--- config.mk ---
export PLATFORM = sky130hd
export DESIGN_NAME = lcd_nibble_timing
export DESIGN_NICKNAME = d
export VERILOG_FILES = /design/src/rtl/lcd_nibble_timing.sv
export SDC_FILE = /design/constraint.sdc
export NUM_CORES = 1
export LEC_CHECK = 0
export ABC_AREA = 1
export CAP_MARGIN = 20
export CORE_MARGIN = 2
export CORE_UTILIZATION = 50
export DETAILED_ROUTE_END_ITERATION = 10
export PLACE_DENSITY = 0.76
export REMOVE_ABC_BUFFERS = 1
export SETUP_SLACK_MARGIN = 0.15
export SLEW_MARGIN = 25
export SYNTH_ARGS = -nofsm -noshare
export SYNTH_HDL_FRONTEND = slang
export SYNTH_SLANG_ARGS = --single-unit
--- constraint.sdc ---
create_clock -name clk -period 1.7 [get_ports clk]
set_clock_uncertainty 0.2 [all_clocks]
set_input_delay 0.51 -clock clk [delete_from_list [all_inputs] [get_ports clk]]
set_output_delay 0.51 -clock clk [all_outputs]
set_load 0.01 [all_outputs]
--- src/rtl/lcd_nibble_timing.sv ---
// HD44780 4-bit bus driver: presents one nibble per accepted start with setup/E-width/hold
// timing, waits out the controller execution time, then pulses done for one cycle.
module lcd_nibble_timing #(
    parameter int SETUP_CYCLES  = 2,
    parameter int E_HIGH_CYCLES = 12,
    parameter int HOLD_CYCLES   = 2,
    parameter int WAIT_EXEC     = 1000,
    parameter int WAIT_LONG     = 41000
) (
    input  logic       clk,
    input  logic       rst,
    input  logic       start,
    input  logic [3:0] nibble_in,
    input  logic       rs_in,
    output logic       lcd_e,
    output logic       lcd_rs,
    output logic       lcd_rw,
    output logic [3:0] lcd_data,
    output logic       busy,
    output logic       done
);

    typedef enum logic [2:0] {
        S_IDLE   = 3'd0,
        S_SETUP  = 3'd1,
        S_E_HIGH = 3'd2,
        S_HOLD   = 3'd3,
        S_EXEC   = 3'd4
    } state_t;

    // Counter reload values: each phase counts down to zero, so load length-1.
    localparam logic [16:0] C_SETUP = 17'(SETUP_CYCLES - 1);
    localparam logic [16:0] C_E_HI  = 17'(E_HIGH_CYCLES - 1);
    localparam logic [16:0] C_HOLD  = 17'(HOLD_CYCLES - 1);
    localparam logic [16:0] C_EXEC  = 17'(WAIT_EXEC - 1);
    localparam logic [16:0] C_LONG  = 17'(WAIT_LONG - 1);

    state_t      r_state;
    logic [16:0] r_cnt;
    logic        r_e;
    logic        r_rs;
    logic [3:0]  r_data;
    logic        r_busy;
    logic        r_done;
    logic        r_long;
    logic        r_prev_cmd_zero;

    state_t      w_state_nxt;
    logic [16:0] w_cnt_nxt;
    logic        w_e_nxt;
    logic        w_rs_nxt;
    logic [3:0]  w_data_nxt;
    logic        w_busy_nxt;
    logic        w_done_nxt;
    logic        w_long_nxt;
    logic        w_prev_nxt;
    logic        w_cnt_zero;
    logic        w_long_sel;

    assign w_cnt_zero = (r_cnt == 17'd0);

    // Low nibble of clear (0x01) or return-home (0x02/0x03) following a 0x0 command nibble.
    // Byte phase is not tracked, so a false long wait is possible and harmless.
    assign w_long_sel = !rs_in && r_prev_cmd_zero &&
                        ((nibble_in == 4'd1) || (nibble_in == 4'd2) || (nibble_in == 4'd3));

    always_ff @(posedge clk) begin
        if (rst) begin
            r_state         <= S_IDLE;
            r_cnt           <= 17'd0;
            r_e             <= 1'b0;
            r_rs            <= 1'b0;
            r_data          <= 4'd0;
            r_busy          <= 1'b0;
            r_done          <= 1'b0;
            r_long          <= 1'b0;
            r_prev_cmd_zero <= 1'b0;
        end else begin
            r_state         <= w_state_nxt;
            r_cnt           <= w_cnt_nxt;
            r_e             <= w_e_nxt;
            r_rs            <= w_rs_nxt;
            r_data          <= w_data_nxt;
            r_busy          <= w_busy_nxt;
            r_done          <= w_done_nxt;
            r_long          <= w_long_nxt;
            r_prev_cmd_zero <= w_prev_nxt;
        end
    end

    always_comb begin
        w_state_nxt = r_state;
        w_cnt_nxt   = r_cnt;
        w_e_nxt     = r_e;
        w_rs_nxt    = r_rs;
        w_data_nxt  = r_data;
        w_busy_nxt  = r_busy;
        w_done_nxt  = 1'b0;
        w_long_nxt  = r_long;
        w_prev_nxt  = r_prev_cmd_zero;

        unique case (r_state)
            S_IDLE: begin
                if (start) begin
                    w_data_nxt  = nibble_in;
                    w_rs_nxt    = rs_in;
                    w_busy_nxt  = 1'b1;
                    w_long_nxt  = w_long_sel;
                    w_prev_nxt  = !rs_in && (nibble_in == 4'd0);
                    w_cnt_nxt   = C_SETUP;
                    w_state_nxt = S_SETUP;
                end
            end
            S_SETUP: begin
                if (w_cnt_zero) begin
                    w_e_nxt     = 1'b1;
                    w_cnt_nxt   = C_E_HI;
                    w_state_nxt = S_E_HIGH;
                end else begin
                    w_cnt_nxt = r_cnt - 17'd1;
                end
            end
            S_E_HIGH: begin
                if (w_cnt_zero) begin
                    w_e_nxt     = 1'b0;
                    w_cnt_nxt   = C_HOLD;
                    w_state_nxt = S_HOLD;
                end else begin
                    w_cnt_nxt = r_cnt - 17'd1;
                end
            end
            S_HOLD: begin
                if (w_cnt_zero) begin
                    w_cnt_nxt   = r_long ? C_LONG : C_EXEC;
                    w_state_nxt = S_EXEC;
                end else begin
                    w_cnt_nxt = r_cnt - 17'd1;
                end
            end
            S_EXEC: begin
                if (w_cnt_zero) begin
                    w_done_nxt  = 1'b1;
                    w_busy_nxt  = 1'b0;
                    w_state_nxt = S_IDLE;
                end else begin
                    w_cnt_nxt = r_cnt - 17'd1;
                end
            end
            default: begin
                w_e_nxt     = 1'b0;
                w_busy_nxt  = 1'b0;
                w_cnt_nxt   = 17'd0;
                w_state_nxt = S_IDLE;
            end
        endcase
    end

    assign lcd_e    = r_e;
    assign lcd_rs   = r_rs;
    assign lcd_rw   = 1'b0;
    assign lcd_data = r_data;
    assign busy     = r_busy;
    assign done     = r_done;

endmodule

### Word level (Yosys, flattened, before mapping)

Index checks and enable logic that the tools add are counted.

| storage, ports and cells | value |
|---|---|
| flip-flop bits (word level) | 30 |
| input bits | 8 |
| output and inout port bits | 9 |
| logic and storage cells | 62 |

| operators by class | value |
|---|---|
| add/subtract/negate cells | 1 |
| eq/ne operators | 13 |
| muxes and demuxes | 19 |
| bitwise operators | 3 |
| reduce and logical (&&, ||, !) cells | 17 |

Operators by type and width:

| cell | number |
|---|---|
| $mux 17 | 5 |
| $pmux 17 s5 | 1 |
| $logic_not 17->1 | 1 |
| $sub 17x1->17 const B | 1 |
| $mux 16 | 1 |
| $mux 3 | 5 |
| $pmux 3 s5 | 1 |
| $ne 2x2->1 const B | 6 |
| $eq 4x2->1 const B | 2 |
| $eq 3x2->1 const B | 2 |
| $pmux 1 s3 | 2 |
| $reduce_and 3->1 | 2 |
| $reduce_or 3->1 | 2 |
| $reduce_and 5->1 | 1 |
| $eq 4x1->1 const B | 1 |
| $logic_not 4->1 | 1 |
| $mux 1 | 4 |
| $reduce_and 2->1 | 2 |
| $eq 3x1->1 const B | 1 |
| $eq 3x3->1 const B | 1 |
| $logic_and 1x1->1 | 3 |
| $logic_not 3->1 | 1 |
| $not 1->1 | 3 |
| $logic_or 1x1->1 | 2 |
| other kinds (2) | 2 |

### Depth between registers and ports, before layout

| depth | value |
|---|---|
| depth in word-level cells | 4 |
| depth in mapped cells | 12 |
| mapped depth without buffers | 12 |

### Worst setup path before layout

No wires, ideal clock.

| timing path | value |
|---|---|
| path kind | reg-to-reg |
| start point | register r_cnt[0] |
| end point | register r_state[0] |
| library setup time | 0.132 ns |
| data arrival time | 1.428 ns |
| required time | 1.368 ns |
| setup slack | -0.060 ns |
| stages on the path, launching flop included | 11 |
| period minus slack after synthesis | 1.760 ns |
| cells stage by stage | dfxtp_1 inv_1 ha_1 nand2_4 nor2_8 nand3_4 buf_6 a21oi_4 nand2_1 nand2_1 a21oi_1 |

| between the ends | value |
|---|---|
| longest elaborated chain between the ends | 3 |

RTL lines:

| what | RTL line | text |
|---|---|---|
| start, declared | 39 | `logic [16:0] r_cnt;` |
| start signal, assigned | 80 | `r_cnt <= w_cnt_nxt;` |
| $logic_not 17->1 * | 60 | `assign w_cnt_zero = (r_cnt == 17'd0);` |
| $ne 2x2->1 (no line) | -- |  |
| $reduce_and 5->1 (no line) * | -- |  |
| end signal, assigned | 79 | `r_state <= w_state_nxt;` |
| end, declared | 38 | `state_t r_state;` |

Every way passes the cells marked *; elsewhere a longest branch is shown, timed or not.
A chain may end at the register's enable or synchronous reset.

### Worst setup path after layout

| timing path | value |
|---|---|
| start point | register r_cnt[1] |
| end point | register r_cnt[14] |

| between the ends | value |
|---|---|
| longest elaborated chain between the ends | 3 |

RTL lines:

| what | RTL line | text |
|---|---|---|
| $sub 17x1->17 / $logic_not 17->1 (equally long branches) | -- |  |
| $mux 17, or another cell as far along | 141 | `if (w_cnt_zero) begin` |
| $pmux 17 s5 / $reduce_and 2->1 (equally long branches) | -- |  |

Several ways; a longest one is shown, not always the timed one. The select of a mux whose other input is x is not followed.

==> summary.txt <==
Critical path
  • Highest net fanout along the worst path: 6
  • Data arrival time of the worst path: 1.81 ns
  • Kind of end point of the critical path: register
  • Worst Setup Path Type: register to register
  • Crit start category: register
  • Required time at the worst-slack endpoint: 1.73 ns

Global route
  • Via count of the first global-routing pass: 2123
  • Number of antenna violations at the first check in global routing: 0
  • First-pass GRT wire length: 9400 µm
  • Total congestion overflow: 0
  • Maximum number of pins on one net before global-route repair: 15
  • Total routing resource utilization after global routing: 29.0%

Place
  • Port-buffer cells: 15
  • DP HPWL: 3720 µm
  • Routability cong.: 0.913

Final layout
  • Most common cell after layout, fill and taps aside: sky130_fd_sc_hd__nand2_1
  • Area grow syn2layout: 53.3%
  • Ant diodes: 0
  • Total number of nets in the final design: 373
  • Commonest cells after routing, fill and taps aside: sky130_fd_sc_hd__nand2_1, sky130_fd_sc_hd__buf_4, sky130_fd_sc_hd__nor2_1, sky130_fd_sc_hd__dfxtp_1, sky130_fd_sc_hd__inv_1
  • Fraction of layout instances using a drive strength above 1: 43.6%

CTS
  • TritonCTS clock tree: built
  • Latest clock arrival within the worst-skew pair: 0.30 ns
  • Number of clock buffers inserted by TritonCTS: 5
  • Sinks on the clock net: 30
  • Post-CTS clock slew at the launch and capture registers of the worst setup and hold paths: 0.07 ns
  • Clock Tree Root: sky130_fd_sc_hd__clkbuf_8
  • H-tree lvl count: 2
  • Buffers from clock root to sink, at most: 2
  • Post-cts hold buffer count: 0

STA
  • Number of hold violations in the final report: 0
  • Achievable frequency: 562 MHz
  • Final setup violation count: 20
  • Total Neg Setup Slack: -0.860 ns
  • Crit share post-route: 105%
  • Count of pins over their slew limit: 0
  • Minimum period implied by the final worst setup slack: 1.78 ns
  • Setup repair after global routing missed its margin: yes
  • Final WS setup: -0.0783 ns

Die
  • Area of the core: 0.00361 mm²
  • Die width: 64.9 µm
  • Starting utilization of the core area: 51.4%
  • Die extent in y: 64.9 µm
  • Number of ports placed on the die boundary: 17
  • Die outline area: 0.00421 mm²
  • Number of placement rows: 22

Yosys
  • Count of cell types in the netlist: 34
  • Cell area after technology mapping: 0.00185 mm²
  • Instance count of the mapped netlist: 283
  • Total number of yosys warnings: 0
  • Post-synthesis sequential area ratio: 32.4%
  • Mean instance size in the synthesized netlist: 6.55 µm²
  • Post-synthesis register bit count: 30

Drt
  • Ratio of routed vias to standard cells: 5.23
  • Aggregate routed wire length: 5980 µm
  • Remaining number of nets flagged by the antenna check after routing: 0
  • Overall via count from detail_route: 2161
  • Detailed-routing iteration count for the pre-antenna-repair pass: 4
  • Routed length per placed instance: 14.5 µm
  • Remaining DRCs: 0
  • Violation count after the first detailed-route iteration: 109

Run status
  • Run status: finished, violations left
  • Violated checks: negative setup slack

Run
  • Number of max-capacitance violations reported: 0

Min path
  • Min-delay worst type: register to register
[worst max-delay path, cell delays in order, from the launching register on]
cell	delay [ns]
sky130_fd_sc_hd__dfxtp_1	0.36
sky130_fd_sc_hd__inv_2	0.06
sky130_fd_sc_hd__ha_4	0.17
sky130_fd_sc_hd__nand2_4	0.10
sky130_fd_sc_hd__nor2_8	0.05
sky130_fd_sc_hd__nand4_4	0.12
sky130_fd_sc_hd__nand2_8	0.10
sky130_fd_sc_hd__buf_6	0.13
sky130_fd_sc_hd__nor2_4	0.15
sky130_fd_sc_hd__nand3_1	0.13
sky130_fd_sc_hd__a21oi_2	0.14
[sequential cells by signal (all words and copies together), names as in the netlist]
name and flops:
busy 1, done 1, lcd_data 4, lcd_e 1, lcd_rs 1, r_cnt 17, r_long 1, r_prev_cmd_zero 1
r_state 3
[metrics by stage]
step                      cells  hold slack (ns)  area [µm²]  setup WS (ns)  utilization, %
after floorplan             277            0.236        1810         -0.134               -
after global placement      391            0.251        2400         -0.269            66.6
after detailed placement    391            0.259        2400         -0.340            66.6
after CTS                   406            0.263        2700        -0.0291            74.7
after global routing        413            0.291        2840         -0.157            78.8
final                       413            0.261        2840        -0.0783            78.8
[per-layer routing]
layer | share of wire (%) | vias up | track usage (%)
met2 | 52 | 72 | 52.4
met3 | 5.6 | 22 | 7.47
met4 | 3.8 | 0 | 13.8
met5 | 0 | - | 0
met1 | 38 | 1011 | 31.2
li1 | - | 1056 | -
[path summary, 6_finish.rpt]
kind	start	endpoint	slack [ns]	depth (start not counted)
max reg2reg	r_cnt[1]$_SDFFE_PP0P_	r_cnt[14]$_SDFFE_PP0P_	-0.08	10
min	busy$_SDFFE_PP0P_	busy$_SDFFE_PP0P_	0.26	2
max	r_cnt[1]$_SDFFE_PP0P_	r_cnt[14]$_SDFFE_PP0P_	-0.08	10
min reg2reg	busy$_SDFFE_PP0P_	busy$_SDFFE_PP0P_	0.26	2
[cell usage after synthesis]
| library cell | number | area [µm²] |
|---|---|---|
| sky130_fd_sc_hd__o21bai_1 | 3 | 22.5 |
| sky130_fd_sc_hd__clkbuf_1 | 2 | 7.51 |
| sky130_fd_sc_hd__a21oi_4 | 1 | 16.3 |
| sky130_fd_sc_hd__a21oi_1 | 20 | 100 |
| sky130_fd_sc_hd__nand2_1 | 88 | 330 |
| sky130_fd_sc_hd__inv_1 | 24 | 90.1 |
| sky130_fd_sc_hd__buf_4 | 2 | 15.0 |
| sky130_fd_sc_hd__nor2_4 | 3 | 33.8 |
| sky130_fd_sc_hd__xor2_1 | 5 | 43.8 |
| sky130_fd_sc_hd__nand2_2 | 4 | 25.0 |
| sky130_fd_sc_hd__nand3_1 | 15 | 75.1 |
| sky130_fd_sc_hd__ha_1 | 1 | 12.5 |
| sky130_fd_sc_hd__nand3b_1 | 4 | 30.0 |
| sky130_fd_sc_hd__buf_6 | 2 | 22.5 |
| sky130_fd_sc_hd__inv_4 | 1 | 6.26 |
| sky130_fd_sc_hd__nor2_8 | 1 | 20.0 |
| sky130_fd_sc_hd__a21oi_2 | 1 | 8.76 |
| sky130_fd_sc_hd__dfxtp_1 | 30 | 601 |
| sky130_fd_sc_hd__o21ai_0 | 10 | 50.1 |
| sky130_fd_sc_hd__nor2_2 | 4 | 25.0 |
| sky130_fd_sc_hd__nand3_4 | 1 | 17.5 |
| sky130_fd_sc_hd__inv_2 | 4 | 15.0 |
| sky130_fd_sc_hd__nor2_1 | 40 | 150 |
| sky130_fd_sc_hd__o2111ai_1 | 1 | 8.76 |
| sky130_fd_sc_hd__xnor2_1 | 1 | 8.76 |
| sky130_fd_sc_hd__nand4_4 | 1 | 21.3 |
| sky130_fd_sc_hd__nor3_1 | 1 | 5.00 |
| sky130_fd_sc_hd__nand2_4 | 3 | 33.8 |
| sky130_fd_sc_hd__o21ai_1 | 3 | 15.0 |
| sky130_fd_sc_hd__nor4_1 | 2 | 12.5 |
| sky130_fd_sc_hd__conb_1 | 1 | 3.75 |
| sky130_fd_sc_hd__or2_0 | 1 | 6.26 |
| sky130_fd_sc_hd__a211oi_1 | 1 | 7.51 |
| sky130_fd_sc_hd__nand4_1 | 2 | 12.5 |
[logic make-up after synthesis]
kind of cell             share of synthesized area [%]
adder cells (fa/ha/maj)                          0.675
flip-flops                                        32.4
XOR/XNOR                                          2.84
AND/OR/NAND/NOR                                   43.1
buffers and inverters                             8.44
AO/OA/AOI/OAI                                     12.4
other                                            0.202
[area by class of cell]
class / instances / area (µm²)
clock buffers: 7 / 86.3
repair buffers: 79 / 631
repair inverters: 1 / 7.51
inverters: 29 / 119
flip-flops and latches: 30 / 608
well taps: 48 / 60.1
fillers: 237 / 764
multi-input cells: 218 / 1330
clock inverters: 1 / 5.00
[timing repair]
| item | 4_1_cts | 5_1_grt |
|---|---|---|
| buffers inserted | 6 | 7 |
| hold endpoints to repair | 0 | 0 |
| gates resized for setup | 84 | 37 |
| gates cloned | 1 | 0 |
| pin swaps | 17 | 14 |
| setup endpoints to repair | 32 | 32 |
Power is left out: the tool's default activity adds up to more than one toggle a clock period on the data nets, which glitch-free logic cannot reach.
==> RTL change 1, RTL diff (same flow settings) <==
Re-encode `state_t` (5 states) as one-hot, 5 bits wide.
--- a/src/rtl/lcd_nibble_timing.sv
+++ b/src/rtl/lcd_nibble_timing.sv
@@ -22,8 +22,8 @@
 
-    typedef enum logic [2:0] {
-        S_IDLE   = 3'd0,
-        S_SETUP  = 3'd1,
-        S_E_HIGH = 3'd2,
-        S_HOLD   = 3'd3,
-        S_EXEC   = 3'd4
+    typedef enum logic [4:0] {
+        S_IDLE   = 5'b00001,
+        S_SETUP  = 5'b00010,
+        S_E_HIGH = 5'b00100,
+        S_HOLD   = 5'b01000,
+        S_EXEC   = 5'b10000
     } state_t;
Behaviour: no difference found for any inputs over 10 cycles, from zero or initial values and one cycle with rst high; not proved beyond that.
==> RTL change 1 against the unedited design <==
- the flow still finishes with violations (setup timing)
- sequential cell count rose by 2
- sequential share of layout area up 2.5 points
- first-iteration DRC count is 18% higher
- via count down 0.37%
- routed wire length is 4.0% lower
- final area shrank 3.6%
- count of clock-buffer cells in the layout fell by 1
- synthesized area hardly changed
- worst setup slack got worse by 0.12 ns
- hold slack worse by 0.0021 ns
- critical path type unchanged
- critical endpoint is now r_cnt[11]
Power is left out: it rests on default switching activity, and per cell area and clock period it moved more than threefold.
==> RTL change 1: results (changes against the unedited design) <==
Finish
  – Largest register FFs: 17 (unchanged)
  – Share of layout cells above drive strength 1: 40.9% (-2.7 points)
  – Most flops, register: r_cnt
  – Fin nets: 359 (-3.8%)

Drt
  – Routed met1 length: 2240 um (-2.5%)
  – Via count: 2153 (-0.37%)
  – Starting DRT DRC Count: 129 (+18%)
  – Met2 WL post-DR: 2880 um (-7.7%)
  – Wire per inst: 14.4 um (-0.38%)
  – WL met3: 379 um (+13%)
  – Total iterations of the first detailed-routing run: 6 (+2)
  – Top Layer Used: met4

Critical path
  – CP Launch Point: r_cnt[0]
  – RR Endpoint: r_cnt[11]
  – Crit path DAT: 1.92 ns (+0.11 ns)
  – Worst r2r src: r_cnt[0]
  – CP max FO: 6 (unchanged)
  – Crit Path Category: reg -> reg
  – R2R cell count: 11 (+1)
  – Worst path max stage delay: 0.33 ns (-0.03 ns)
  – Slowest-stage cell, CP: dfxtp_2

Clocking
  – CTS H-tree lvls: 2 (unchanged)
  – CTS Buf Count: 5 (unchanged)
  – CTS Root Cell: clkbuf_8
  – Max Buffers Root-to-Sink: 2 (unchanged)
  – Worst skew pair latency: approximately 0.29 ns
  – CTS clk-pin slew, worst paths: 0.06 ns

Yosys
  – Unique masters post-synth: 28 (-18%)
  – Post-synth top flop: dfxtp_1
  – Synth top area cells: dfxtp_1 (35%), nand2_1 (19%), nor2_1 (7.5%)
  – Asr flop ratio synth: 0% (unchanged)
  – Seq/Total Area, Yosys: 34.5% (+2.1 points)
  – Commonest cells in the netlist: nand2_1 (93), nor2_1 (37), dfxtp_1 (32)

Worst hold path
  – Hold Path Class: reg -> reg

Outcome
  – Failing checks: setup timing
  – Status: finished with violations

Placement
  – Dpl hpwl: 3470 um (-6.7%)
  – GP Congestion: 0.888 (-2.7%)
  – Place WS: -0.312 ns (+0.0279 ns)

Global route
  – Grt met2 use: 45.0% (-7.5 points)
  – Initial antenna violation count: 0 (unchanged)
  – Met1 Use GR: 31.3% (+0.13 points)
  – Pin count of the biggest net entering global routing: 17 (+2)
  – Number of global-route vias before repair: 2012 (-5.2%)
  – GRT Util Overall: 26.5% (-2.5 points)
  – GRT met3 Usage: 5.90% (-1.6 points)
  – Global-route wire length before repair: 8640 um (-8.1%)

Timing
  – Min setup slack post-route: -0.199 ns (-0.121 ns)
  – Final Setup Violations: 21 (+5.0%)
-- RTL change 1: cell type report --
type,count,area [um^2]
sequential,32,654
multi-input combinational,224,1300
inverter,22,86.3
timing repair buffer,65,563
clock buffer,6,72.6
clock inverter,1,5.00
tap,48,60.1
fill,256,866
-- RTL change 1: cells by family after synthesis --
family                     count (synthesis)  share of synthesized area (%)
and+or+nand+nor                          175                           43.0
AOI/OAI and AO/OA                         38                           11.4
DFF                                       32                           34.5
buffers and inverters                     29                           6.88
xor gates and xnor gates                   7                           3.31
adders and majority gates                  1                          0.675
other                                      1                          0.202
-- RTL change 1: critical path, delay by kind of cell, from the launching register on --
family,cells,cell delay [ns]
fa+ha+maj,1,0.15
simple gates,8,0.90
flops,1,0.33
buf+inv,2,0.25
-- RTL change 1: stage by stage --
step	TNS, ns	std cells	hold WS (ns)	area, um^2
after detailed placement	-6.41	384	0.252	2370
final	-2.08	398	0.259	2740
after global routing	-4.09	398	0.289	2740
after global placement	-6.10	384	0.247	2370
after CTS	-0.588	395	0.262	2530
after floorplan	-1.50	276	0.236	1810
-- RTL change 1: worst min-delay path by stage --
stage                    startpoint               to  slack (ns)  depth (start not counted)
detailed placement      lcd_data[1]      lcd_data[1]        0.25                          2
global route            lcd_data[3]      lcd_data[3]        0.29                          2
finish                  lcd_data[0]      lcd_data[0]        0.26                          2
floorplan           r_prev_cmd_zero  r_prev_cmd_zero        0.24                          2
global placement        lcd_data[1]      lcd_data[1]        0.25                          2
CTS                     lcd_data[1]      lcd_data[1]        0.26                          2
-- RTL change 1: timing repair --
| action | 4_1_cts | 5_1_grt |
|---|---|---|
| buffers inserted | 2 | 3 |
| gates cloned | 2 | 0 |
| pin swaps | 13 | 29 |
| setup endpoints to repair | 38 | 36 |
| resized for setup | 54 | 62 |
| hold buffers | 0 | 0 |
==> RTL change 2, RTL diff (same flow settings) <==
Made on the original files. Change the parameter `WAIT_EXEC` from 1000 to 512.
--- a/src/rtl/lcd_nibble_timing.sv
+++ b/src/rtl/lcd_nibble_timing.sv
@@ -6,3 +6,3 @@
     parameter int HOLD_CYCLES   = 2,
-    parameter int WAIT_EXEC     = 1000,
+    parameter int WAIT_EXEC     = 512,
     parameter int WAIT_LONG     = 41000
Behaviour: same outputs for any inputs over 10 cycles, from zero or initial values and one cycle with rst high; that may be too few to reach the edited logic, so the function may still have changed.
==> RTL change 2 against the unedited design <==
- the flow still finishes with violations (setup timing)
- die area rose by 0.20%
- global-route usage fell by 2.8 points
- via count fell by 3.7%
- synthesized cell count fell by 3.2%
- routed wire length fell by 12%
- final area fell by 4.1%
- synthesized area rose by 0.20%
- sequential cell count did not move
- worst setup slack got worse by 0.012 ns
- critical path type unchanged
Power is not shown: default switching activity piles up to over one toggle a cycle in this logic, so the estimate is an artifact.
==> RTL change 2: results (changes against the unedited design) <==
Outcome
  – Status: finished with violations
  – Failing checks: setup timing

Yosys
  – Post-synth top flop: dfxtp_1
  – Warnings, synthesis: 0 (unchanged)
  – Synth top area cells: dfxtp_1 (32%), nand2_1 (14%), nor2_1 (8.5%)
  – Commonest cells in the netlist: nand2_1 (70), nor2_1 (42), dfxtp_1 (30)
  – Asr flop ratio synth: 0% (unchanged)
  – Unique masters post-synth: 35 (+2.9%)
  – Seq/Total Area, Yosys: 32.3% (-0.066 points)

Drt
  – Met2 WL post-DR: 2660 um (-15%)
  – Top Layer Used: met4
  – Final WL: 5260 um (-12%)
  – Routed met1 length: 2200 um (-4.5%)
  – Starting DRT DRC Count: 135 (+24%)
  – Via density: 5.23 (-0.12%)
  – Total iterations of the first detailed-routing run: 5 (+1)
  – WL met3: 301 um (-9.9%)

Timing
  – Min setup slack post-route: -0.0907 ns (-0.0124 ns)
  – Post-route setup TNS: -0.582 ns (+0.278 ns)
  – Final Setup Violations: 14 (-30%)

Global route
  – GRT Util Overall: 26.2% (-2.8 points)
  – Number of global-route vias before repair: 1915 (-9.8%)
  – Initial antenna violation count: 0 (unchanged)
  – GRT Residual Overflow: 0 (unchanged)
  – Pin count of the biggest net entering global routing: 14 (-1)
  – Global-route wire length before repair: 8510 um (-9.4%)

Clocking
  – CTS Buf Count: 5 (unchanged)
  – CTS Root Cell: clkbuf_8
  – CTS clk-pin slew, worst paths: 0.07 ns (about the same)
  – Worst skew pair latency: roughly 0.29 ns
  – CTS H-tree lvls: 2 (unchanged)
  – Max Buffers Root-to-Sink: 2 (unchanged)

Finish
  – Most flops, register: r_cnt
  – Fin nets: 358 (-4.0%)
  – Largest register FFs: 17 (unchanged)
  – Share of layout cells above drive strength 1: 42.9% (-0.70 points)
  – # diodes: 0 (unchanged)

Critical path
  – Crit path DAT: 1.81 ns (about the same)
  – Worst path max stage delay: 0.32 ns (-0.04 ns)
  – CP max FO: 7 (+1)
  – Slowest-stage cell, CP: dfxtp_1

Worst hold path
  – Hold Path Class: reg -> reg

Placement
  – GP Congestion: 0.911 (-0.26%)
  – Place WS: -0.250 ns (+0.0898 ns)
  – Dpl hpwl: 3470 um (-6.6%)
  – Number of port buffers: 15 (unchanged)
## RTL change 2: changes by cell type after synthesis, sizes merged, moves of 2 or more
cell / before / now
nand4: 3 / 5
nand3b: 4 / 2
nand2: 95 / 80
o21ai: 13 / 19
inv: 29 / 26
nand3: 16 / 21
nor4: 2 / 0
## RTL change 2: critical path, delay by kind of cell (launching register included)
kind / cells / cell delay (ns)
and+or+nand+nor: 5 / 0.76
DFF: 1 / 0.32
AOI/OAI and AO/OA: 2 / 0.25
buffers and inverters: 1 / 0.19
## RTL change 2: cell families (layout without fill, tap and decap cells)
| group | count (synthesis) | in the layout | share of synthesized area (%) |
|---|---|---|---|
| AND/OR/NAND/NOR | 159 | 159 | 40.9 |
| AO/OA/AOI/OAI | 45 | 45 | 14.8 |
| buffers and inverters | 32 | 108 | 8.22 |
| flip-flops | 30 | 30 | 32.3 |
| XOR/XNOR | 6 | 6 | 2.83 |
| adder cells (fa/ha/maj) | 1 | 1 | 0.674 |
| other | 1 | 1 | 0.202 |
## RTL change 2: routing by layer
| metal | global-route usage, % | up-vias |
|---|---|---|
| li1 | - | 1027 |
| met1 | 31.7 | 971 |
| met2 | 44.2 | 71 |
| met3 | 6.25 | 11 |
| met4 | 10.9 | 0 |
| met5 | 0 | - |
## RTL change 2: final timing paths
path / endpoint / cells after the start / slack [ns] / start
worst max-delay path: r_cnt[5] / 8 / -0.09 / r_cnt[13]
worst min-delay path: r_cnt[0] / 2 / 0.27 / r_cnt[0]
worst max register to register: r_cnt[5] / 8 / -0.09 / r_cnt[13]
worst min register to register: r_cnt[0] / 2 / 0.27 / r_cnt[0]
## RTL change 2: what timing repair did
action	4_1_cts	5_1_grt
endpoints found under the setup margin	37	35
pin swaps	20	15
setup buffers	6	5
cloned	0	0
gates resized for setup	70	35
## RTL change 2: area by class of cell
cell class,instances,area (um^2)
inverters,26,97.6
clock inverters,1,5.00
well taps,48,60.1
clock buffers,7,86.3
flip-flops and latches,30,612
repair buffers,74,601
fillers,243,882
multi-input cells,212,1260
## RTL change 2: metrics by stage
stage | area, um^2 | instances
4_1_cts | 2650 | 393
3_3_place_gp | 2380 | 379
3_5_place_dp | 2380 | 379
2_1_floorplan | 1800 | 268
5_1_grt | 2720 | 398
6_report | 2720 | 398
